**config.mk**
```make
export PLATFORM = sky130hd
export DESIGN_NAME = addr_decode_cs_ws
export DESIGN_NICKNAME = d
export VERILOG_FILES = /design/src/rtl/addr_decode_cs_ws.sv
export SDC_FILE = /design/constraint.sdc
export NUM_CORES = 1
export LEC_CHECK = 0
export ABC_AREA = 1
export CORE_MARGIN = 4
export CORE_UTILIZATION = 41
export CTS_BUF_LIST = sky130_fd_sc_hd__clkbuf_8
export CTS_CLUSTER_DIAMETER = 200
export DETAILED_ROUTE_END_ITERATION = 7
export PLACE_DENSITY = 0.93
export SYNTH_ARGS = -nofsm -noshare
export SYNTH_HDL_FRONTEND = slang
export SYNTH_SLANG_ARGS = --single-unit
```
**constraint.sdc**
```tcl
create_clock -name clk -period 1.7 [get_ports clk]
set_clock_uncertainty 0.1 [all_clocks]
set_input_delay 0.34 -clock clk [delete_from_list [all_inputs] [get_ports clk]]
set_output_delay 0.34 -clock clk [all_outputs]
set_load 0.02 [all_outputs]
```
**src/rtl/addr_decode_cs_ws.sv**
```systemverilog
// addr_decode_cs_ws: base/mask chip-select decoder with per-region wait states and req/ready handshake
//
// Ports:
//   clk      in   1      system clock, all state on posedge
//   rst_n    in   1      asynchronous active-low reset
//   addr     in   AW     CPU address, decoded on request acceptance
//   req      in   1      access request, held high until ready seen
//   rnw      in   1      1=read, 0=write
//   wdata    in   DW     write data (bank register)
//   cs_n     out  NCS    active-low one-hot chip selects (registered)
//   ready    out  1      access complete, held until req drops
//   nomatch  out  1      accepted access hit no region
//   bank     out  BANKW  bank register value
//
// Optional feature: define BANK_REG_EN to enable the bank register at BANK_ADDR.
// Without it, bank stays 0 and BANK_ADDR decodes through the regions.
module addr_decode_cs_ws #(
    parameter int AW = 16,
    parameter int DW = 8,
    parameter int NCS = 4,
    parameter logic [NCS*AW-1:0] CS_BASE = {16'h2000, 16'h8000, 16'h4000, 16'h0000},
    parameter logic [NCS*AW-1:0] CS_MASK = {16'hF000, 16'h8000, 16'hC000, 16'hC000},
    parameter logic [NCS*4-1:0] CS_WS = {4'd3, 4'd1, 4'd2, 4'd0},
    parameter logic [AW-1:0] BANK_ADDR = 16'h1FE0,
    parameter int BANKW = 5
) (
    input  logic             clk,
    input  logic             rst_n,
    input  logic [AW-1:0]    addr,
    input  logic             req,
    input  logic             rnw,
    input  logic [DW-1:0]    wdata,
    output logic [NCS-1:0]   cs_n,
    output logic             ready,
    output logic             nomatch,
    output logic [BANKW-1:0] bank
);
    typedef enum logic [1:0] {IDLE, WAIT, DONE} state_t;
    state_t state_q, state_d;
    logic [NCS-1:0] cs_q, cs_d, hit_oh;
    logic [3:0] cnt_q, cnt_d, hit_ws;
    logic ready_q, ready_d, nomatch_q, nomatch_d, hit, bank_hit;
    logic [BANKW-1:0] bank_q, bank_d;
    logic unused_in;
    assign unused_in = ^{wdata, BANK_ADDR};
`ifdef BANK_REG_EN
    assign bank_hit = !rnw && (addr == BANK_ADDR);
`else
    assign bank_hit = 1'b0;
`endif
    // Scan from the top so the lowest matching index is the one left standing.
    always_comb begin
        hit_oh = '0;
        hit = 1'b0;
        hit_ws = 4'd0;
        for (int i = NCS - 1; i >= 0; i--) begin
            if ((addr & CS_MASK[i*AW +: AW]) == (CS_BASE[i*AW +: AW] & CS_MASK[i*AW +: AW])) begin
                hit_oh = '0;
                hit_oh[i] = 1'b1;
                hit = 1'b1;
                hit_ws = CS_WS[i*4 +: 4];
            end
        end
    end
    always_comb begin
        state_d = state_q;
        cs_d = cs_q;
        cnt_d = cnt_q;
        ready_d = ready_q;
        nomatch_d = nomatch_q;
        bank_d = bank_q;
        case (state_q)
            IDLE: begin
                if (req && bank_hit) begin
                    bank_d = wdata[BANKW-1:0];
                    ready_d = 1'b1;
                    state_d = DONE;
                end else if (req && hit) begin
                    cs_d = ~hit_oh;
                    cnt_d = hit_ws;
                    state_d = WAIT;
                end else if (req) begin
                    nomatch_d = 1'b1;
                    ready_d = 1'b1;
                    state_d = DONE;
                end
            end
            WAIT: begin
                // Dropping req aborts, even on the cycle ready would have risen.
                if (!req) begin
                    cs_d = '1;
                    cnt_d = 4'd0;
                    state_d = IDLE;
                end else if (cnt_q == 4'd0) begin
                    ready_d = 1'b1;
                    state_d = DONE;
                end else begin
                    cnt_d = cnt_q - 4'd1;
                end
            end
            DONE: begin
                if (!req) begin
                    cs_d = '1;
                    ready_d = 1'b0;
                    nomatch_d = 1'b0;
                    state_d = IDLE;
                end
            end
            default: state_d = IDLE;
        endcase
    end
    always_ff @(posedge clk or negedge rst_n) begin
        if (!rst_n) begin
            state_q <= IDLE;
            cs_q <= '1;
            cnt_q <= 4'd0;
            ready_q <= 1'b0;
            nomatch_q <= 1'b0;
            bank_q <= '0;
        end else begin
            state_q <= state_d;
            cs_q <= cs_d;
            cnt_q <= cnt_d;
            ready_q <= ready_d;
            nomatch_q <= nomatch_d;
            bank_q <= bank_d;
        end
    end
    assign cs_n = cs_q;
    assign ready = ready_q;
    assign nomatch = nomatch_q;
    assign bank = bank_q;
endmodule

```
### Word-level counts from Yosys, hierarchy flattened

Index checks and enable logic that the tools add are counted.

| word-level totals | value |
|---|---|
| bits in registers | 12 |
| bits of input ports | 28 |
| word-level logic and storage cells | 67 |

| cells by class | value |
|---|---|
| $add $sub $neg | 1 |
| eq/ne operators | 14 |
| mux-type cells | 32 |
| bitwise logic cells | 1 |
| reductions and logical operators | 14 |

Operators by type and width:

| cell | count |
|---|---|
| $mux W4 | 10 |
| $logic_not A16 Y1 | 1 |
| $mux W2 | 8 |
| $pmux W4 S2 | 2 |
| $ne A2 B2 Y1 const B | 7 |
| $mux W1 | 9 |
| $ne A3 B3 Y1 const B | 3 |
| $reduce_and A3 Y1 | 3 |
| $pmux W2 S3 | 1 |
| $reduce_and A6 Y1 | 1 |
| $reduce_bool A2 Y1 | 3 |
| $eq A2 B1 Y1 const B | 2 |
| $eq A4 B2 Y1 const B | 1 |
| $logic_not A4 Y1 | 1 |
| $not A4 Y4 | 1 |
| $reduce_and A4 Y1 | 1 |
| $sub A4 B1 Y4 const B | 1 |
| $pmux W1 S3 | 1 |
| $reduce_bool A3 Y1 | 1 |
| $eq A2 B2 Y1 const B | 1 |
| $logic_not A2 Y1 | 1 |
| $pmux W1 S2 | 1 |
| $reduce_or A2 Y1 | 1 |
| $logic_and A1 B1 Y1 | 1 |

### Logic depth before layout (Yosys ltp)

Gate-level depths: netlist of run 1.

| logic depth | value |
|---|---|
| word-level depth | 8 |
| gate-level depth with buffers | 9 |

### Worst setup path before layout of run 1

OpenSTA, ideal clock, no wires.

| timing | value |
|---|---|
| path kind | reg2reg |
| start point | register state_q[0] |
| end point | register cs_q[0] (netlist: cs_n[0]) |
| data arrival time | 1240 ps |
| data required time | 1527 ps |
| setup slack | 287 ps |
| stages on the path, launching flop included | 7 |
| path buffers | 0 |
| clock period less this slack | 1413 ps |
| path through | dfrtp_1 -> inv_1 -> ha_1 -> nand2_1 -> nor3b_4 -> nor2_1 -> a21oi_1 |

| on the way | value |
|---|---|
| word-level cells in the longest chain between the ends | 4 |
| elaborated cells on any way between the ends | 9 |

RTL lines:

| element | line | text |
|---|---|---|
| from (decl) | 39 | `state_t state_q, state_d;` |
| from (signal assigned) | 121 | `state_q <= state_d;` |
| $eq A2 B2 Y1 or $eq A2 B1 Y1 (tied branches) | 72 | `case (state_q)` |
| $reduce_or A2 Y1 (no source line) | - |  |
| $ne A2 B2 Y1 (no source line) or $reduce_bool A2 Y1 (tied branches) | - |  |
| $reduce_and A3 Y1 (no source line) | - |  |
| to (signal assigned) | 122 | `cs_q <= cs_d;` |
| to (decl) | 40 | `logic [NCS-1:0] cs_q, cs_d, hit_oh;` |

Several ways; a longest one is shown, not always the timed one.
A chain may end at the register's enable or synchronous reset.

### Final worst setup path of run 1

| timing | value |
|---|---|
| start point | register ready_q (netlist: ready) |
| end point | output port ready |

RTL lines:

| element | line | text |
|---|---|---|
| from (decl) | 42 | `logic ready_q, ready_d, nomatch_q, nomatch_d, hit, bank_hit;` |
| from (signal assigned) | 124 | `ready_q <= ready_d;` |
| to (decl) | 34 | `output logic ready,` |

No word-level cell between the ends.

==> results of run 1 <==
==> layer usage <==
metal | global-route usage [%] | vias up | wire length (um)
li1 | - | 323 | -
met1 | 14.54 | 304 | 659
met2 | 21.13 | 15 | 757
met3 | 3.152 | 3 | 96
met4 | 6.987 | 0 | 27
met5 | 0 | - | 0
==> flip-flops by register name, indices dropped and copies added (netlist names) <==
name     flops
cnt_q        4
cs_n         4
nomatch      1
ready        1
state_q      2
==> logic make-up after synthesis <==
| family | Yosys count |
|---|---|
| fa+ha+maj | 6 |
| flops | 12 |
| buf+inv | 21 |
| compound gates | 13 |
| simple gates | 41 |
| other cells | 1 |
==> per-stage QoR <==
step                      instance area, um2  utilization (%)  setup WS, ns  total power (uW)  hold WS (ns)
after detailed placement               924.6            51.86     0.0007594              1426        0.3566
final                                  993.5            55.72       0.07059              1751        0.2904
after global routing                   993.5            55.72      0.004804              1897        0.3079
after floorplan                        812.0                -        0.2871              1187      -0.05559
after CTS                              974.7            54.67       0.05759              1729        0.2968
after global placement                 924.6            51.86       0.01135              1374        0.3520
==> placed cells by master (no fill, tap or decap), types with 2 or more instances in the layout <==
master / Yosys / layout
nand3_1: 2 / 2
o22ai_1: 2 / 2
buf_4: 5 / 6
clkbuf_8: 0 / 4
nand4_1: 3 / 3
dlygate4sd2_1: 0 / 4
a21oi_1: 3 / 3
dfstp_2: 4 / 4
dfrtp_1: 8 / 7
nor2_1: 10 / 10
inv_1: 12 / 12
conb_1: 1 / 5
clkdlybuf4s50_1: 0 / 6
nand2_1: 16 / 16
o21ai_1: 5 / 5
ha_1: 6 / 5
inv_2: 2 / 2
==> repair_timing <==
item | 4_1_cts | 5_1_grt
gates resized for setup | 4 | 2
setup endpoints to repair | 4 | 4
buffers inserted | 0 | 2
endpoints found under the hold margin | 0 | 0
pin swaps | 0 | 1
==> worst paths after layout <==
check | startpoint | end | cells past startpoint
max | ready | ready | 1
min | rst_n | cnt_q[1] | 2
max reg2reg | state_q[1] | cnt_q[0] | 9
min reg2reg | nomatch | nomatch | 2
max in group asynchronous | rst_n | cs_n[3] | 2
min in group clk | nomatch | nomatch | 2
==> cell type report <==
type	instances	area [um2]	share of cell area (%)
Multi-Input combinational cell	65	402.9	40.55
Tap cell	25	31.28	3.149
Timing Repair Buffer	16	140.1	14.11
Sequential cell	12	306.5	30.86
Inverter	15	57.56	5.793
Clock buffer	4	55.05	5.542
==> power by group through the flow <==
| stage | clock [uW] | combinational, uW | sequential, uW |
|---|---|---|---|
| after global placement | 0 | 893 | 481 |
| after global routing | 347 | 1050 | 501 |
| after detailed placement | 0 | 937 | 489 |
| after CTS | 321 | 921 | 486 |
| after floorplan | 0 | 655 | 532 |
| final | 318 | 947 | 486 |
==> impl_results.md, run 1 <==
- DRC Markers: 0
- Gr ovfl total: 0
- Post-Layout Cell Count: 137
- Skew-Pair Late Insertion Delay: 0.25 ns
- Clock transition at the registers of the reported paths: 0.05 ns
- CTS tree: yes
- Mean Syn Cell Area: 8.479 um2
- Global-route wire length before repair: 2546 um
- Total GRT Usage: 12.64%
- Core area: 0.001783 mm2
- Synthesized area: 797.0 um2
- Largest area contributor in the netlist: dfrtp_1
- Post-synthesis sequential area ratio: 38.30%
- Final period utilization: 95.85%
- Max Cap Viol: 0
- Max-slew violations: 0
- GP Congestion: 0.8727
- Most frequent cells after synthesis: nand2_1, inv_1, nor2_1
- H-tree depth: 1
- Synth warnings: 0
- Fmax: 0.6137 GHz
- Cell count after synthesis: 94
- RSZ-0062 raised after global routing: false
- Critical path startpoint category: flip-flop
- Post-synth ARST share: 100.0%
- Final setup vio count: 0
- Final hold violation count: 0
- CTS Sinks: 12
- Wire length per cell: 11.24 um
- Layout cells sized above 1: 24.11%
- Seq pwr share: 27.8%
- HP Class: in -> async
- Worst IR Drop VDD: 1.007 mV
- Vias in the first global route: 628
- CP arrival: 1.19 ns
- Pwr/cell area: 1763 mW/mm2
- Row count: 15
- Initial Utilization: 44.70%
- Nets: 147
- Adder-cell share of the synthesized area: 9.419%
- Mux contribution to synthesized area: 0%
- 1st-pass router iterations: 4
- Clock Tree Root: clkbuf_8
- Main synth FF type: dfrtp_1
- Endpoint type of the worst setup path: primary output
- Area grow syn2layout: 24.65%
- Antenna Cells: 0
- Chip height: 52.09 um
- Die W: 52.09 um
- Slowest stage delay, CP: 0.60 ns
- P_sw: 749.3 uW
- CP Cell Sequence: clkdlybuf4s50_1
- Cells after DPL: 131
- Total wire length: 1540 um
- Library cells used by synthesis: 29
- Synth Area in Compound Gates: 8.948%
- Type of the worst setup path: reg -> out
- Switching power share of the total: 42.78%
- Leak: 0.0004838 uW
- DRT antenna net count: 0
- DR iter-0 viols: 4
- Largest net degree at the start of global routing: 13
- Fillers: 162
- Internal Power: 1002 uW
- CP delay by family, top: buffers and inverters
- Fin Setup TNS: 0 ns
- Vias: 645
- Synth Area in XOR/XNOR: 0%
- Inserted Clock Buffers: 3
- Flop2flop setup slack: 0.14 ns
- Detailed Place HPWL: 1178 um
- Routed vias/inst: 4.708
- Synthesized flop and latch total: 12
- Crit path max-delay cell type: clkdlybuf4s50_1
- Port buffer count: 10
- Die area: 0.002713 mm2
- CP Max Fanout: 2
- Cts hold-fix bufs: 0
- Initial antenna violation count: 0
- CP bufs+invs: 1
- Clock buffer depth: 2
- Synth Area in Simple Gates: 29.51%
- Count leader, synth: nand2_1
- Clk pwr share: 18.2%
- WP data required: 1.26 ns
- Combinational group share of total power: 54.1%
- EDFF count, synth: 0
- Final min period: 1.629 ns
- Largest family of logic cells by synthesized area: simple AND/OR/NAND/NOR gates
- Ranking of synthesized cells by area: dfrtp_1, dfstp_2, ha_1
- Top-area cell type share of the netlist area: 25.12%
- IO Count: 39
- Outcome: finished, final reports clean
Power figures use the tool's default switching activity.
==> run 2: changes to the inputs <==
- SLEW_MARGIN: not set -> 20
==> results of run 2 <==
Final layout, timing and power as in run 1 (identical DEF).
==> run 3: changes to the inputs <==
- CORE_MARGIN: 4 -> not set
==> run 3 against run 2 <==
  * Register-to-register slack about the same
  * Via count up 1.4%
  * Cell count down 0.73%
  * Total power down 0.24%
  * Core utilization down 0.35 points
==> impl_results.md, run 3 (synthesis results as in run 1) <==
- Outcome: finished, final reports clean
- Area grow syn2layout: 23.86%
- Final min period: 1.632 ns (+0.002668 ns)
- Max-slew violations: 0 (unchanged)
- Routed vias/inst: 4.809 (+2.1%)
- CP arrival: 1.19 ns (about the same)
- Die area: 0.002124 mm2 (-22%)
- Vias in the first global route: 587 (-6.5%)
- Max Cap Viol: 0 (unchanged)
- Total wire length: 1449 um (-5.9%)
- Core area: 0.001783 mm2 (unchanged)
- Clock transition at the registers of the reported paths: 0.06 ns (about the same)
- Final Core Density: 55.37% (-0.35 points)
- Nets: 146 (-0.68%)
- IO Count: 39 (unchanged)
- Row count: 15 (unchanged)
- Initial antenna violation count: 0 (unchanged)
- Reg2reg end: cs_n[0]
- Layout cells sized above 1: 23.42% (-0.68 points)
- DRT antenna net count: 0 (unchanged)
- Most frequent cells in the layout: nand2_1, inv_1, nor2_1, dfrtp_1, clkdlybuf4s50_1
- Final setup vio count: 0 (unchanged)
- CP Cell Sequence: clkdlybuf4s50_1
- Cts hold-fix bufs: 0 (unchanged)
- Skew-Pair Late Insertion Delay: 0.24 ns (about the same)
- Hold WS: 0.2904 ns (-0.00001000 ns)
- CP Max Fanout: 2 (unchanged)
- Global-route wire length before repair: 2359 um (-7.3%)
- Wire length per cell: 10.65 um (-5.2%)
- Post-Place Cell Area: 924.6 um2 (unchanged)
- Crit path max-delay cell type: clkdlybuf4s50_1
- Type of the worst setup path: reg -> out
- HP Class: in -> async
- Vias: 654 (+1.4%)
- CP delay by family, top: buffers and inverters
- RR Startpoint: state_q[1]
- Antenna Cells: 0 (unchanged)
- Final hold violation count: 0 (unchanged)
- Fmax: 0.6127 GHz (-0.16%)
- Port buffer count: 10 (unchanged)
- Die W: 46.09 um (-12%)
- Detailed Place HPWL: 1166 um (-0.98%)
- Slowest stage delay, CP: 0.60 ns (about the same)
- Pwr/cell area: 1770 mW/mm2 (+0.40%)
- Fin area: 987.2 um2 (-0.63%)
- Gr ovfl total: 0 (unchanged)
- Inserted Clock Buffers: 3 (unchanged)
- Critical path startpoint category: flip-flop
- Fin Setup TNS: 0 ns (unchanged)
- Initial Utilization: 44.70% (unchanged)
- Reg2Reg Depth: 6 (-3)
- CTS tree: yes
- CTS Sinks: 12 (unchanged)
- WP data required: 1.26 ns (about the same)
- Final period utilization: 96.00% (+0.16 points)
- Clock buffer depth: 2 (unchanged)
- Chip height: 46.09 um (-12%)
- Total GRT Usage: 15.93% (+3.3 points)
- Flop2flop setup slack: 0.15 ns (about the same)
- GP Congestion: 0.7769 (-11%)
- Endpoint type of the worst setup path: primary output
- Leak: 0.0004783 uW (-1.2%)
- DR iter-0 viols: 9 (+5)
- CP bufs+invs: 1 (unchanged)
- DRC Markers: 0 (unchanged)
- H-tree depth: 1 (unchanged)
- Largest net degree at the start of global routing: 13 (unchanged)
- Most common cell after layout, fill and taps aside: nand2_1
- Worst IR Drop VDD: 0.9295 mV (-7.7%)
- 1st-pass router iterations: 4 (unchanged)
- Clock Tree Root: clkbuf_8
## run 3: cell count changes in the layout (fill, tap and decap cells not counted)
cell     before  now
ha_1          5    4
buf_4         6    5
dfrtp_2       1    0
ha_2          1    2
dfrtp_1       7    8
## run 3: final cells by class
| type | instances | area (um2) |
|---|---|---|
| clock buffer | 4 | 55.05 |
| fill | 178 | 795.8 |
| multi-input combinational | 65 | 405.4 |
| sequential | 12 | 305.3 |
| timing repair buffer | 15 | 132.6 |
| tap | 25 | 31.28 |
| inverter | 15 | 57.56 |
## run 3: worst max-delay path by stage
| stage | startpoint | to | slack [ns] | depth (start not counted) |
|---|---|---|---|---|
| after floorplan | state_q[0] | cs_n[0] | 0.29 | 6 |
| after global routing | state_q[1] | cs_n[0] | -0.0001 | 6 |
| after detailed placement | req | cs_n[0] | -0.004 | 6 |
| final | ready | ready | 0.07 | 1 |
| after global placement | req | cs_n[2] | 0.01 | 6 |
| after CTS | state_q[0] | cs_n[0] | 0.04 | 7 |
## run 3: layer usage
metal,GRT usage [%],part of all wire (%),vias up
met3,1.176,4.3,5
met1,21.03,46,298
met2,24.51,47,30
li1,-,-,321
met4,11.18,2.6,0
met5,0,0,-
## run 3: stage by stage
stage / power, uW / setup WS (ns) / instances
floorplan: 1187 / 0.2871 / 98
global route: 1871 / -0.0001381 / 136
detailed placement: 1433 / -0.003856 / 131
global placement: 1372 / 0.01439 / 131
CTS: 1733 / 0.04089 / 135
finish: 1747 / 0.06792 / 136
## run 3: report_power, final
group	internal [uW]	total, uW	switching, uW
clock	205	316	111
sequential	412	481	69.2
combinational	383	950	567
## run 3: timing repair
| item | in CTS | in global routing |
|---|---|---|
| gates resized for setup | 4 | 2 |
| endpoints found under the setup margin | 4 | 4 |
| setup buffers | 0 | 1 |
| pin swaps | 0 | 1 |
| hold endpoints to repair | 0 | 0 |
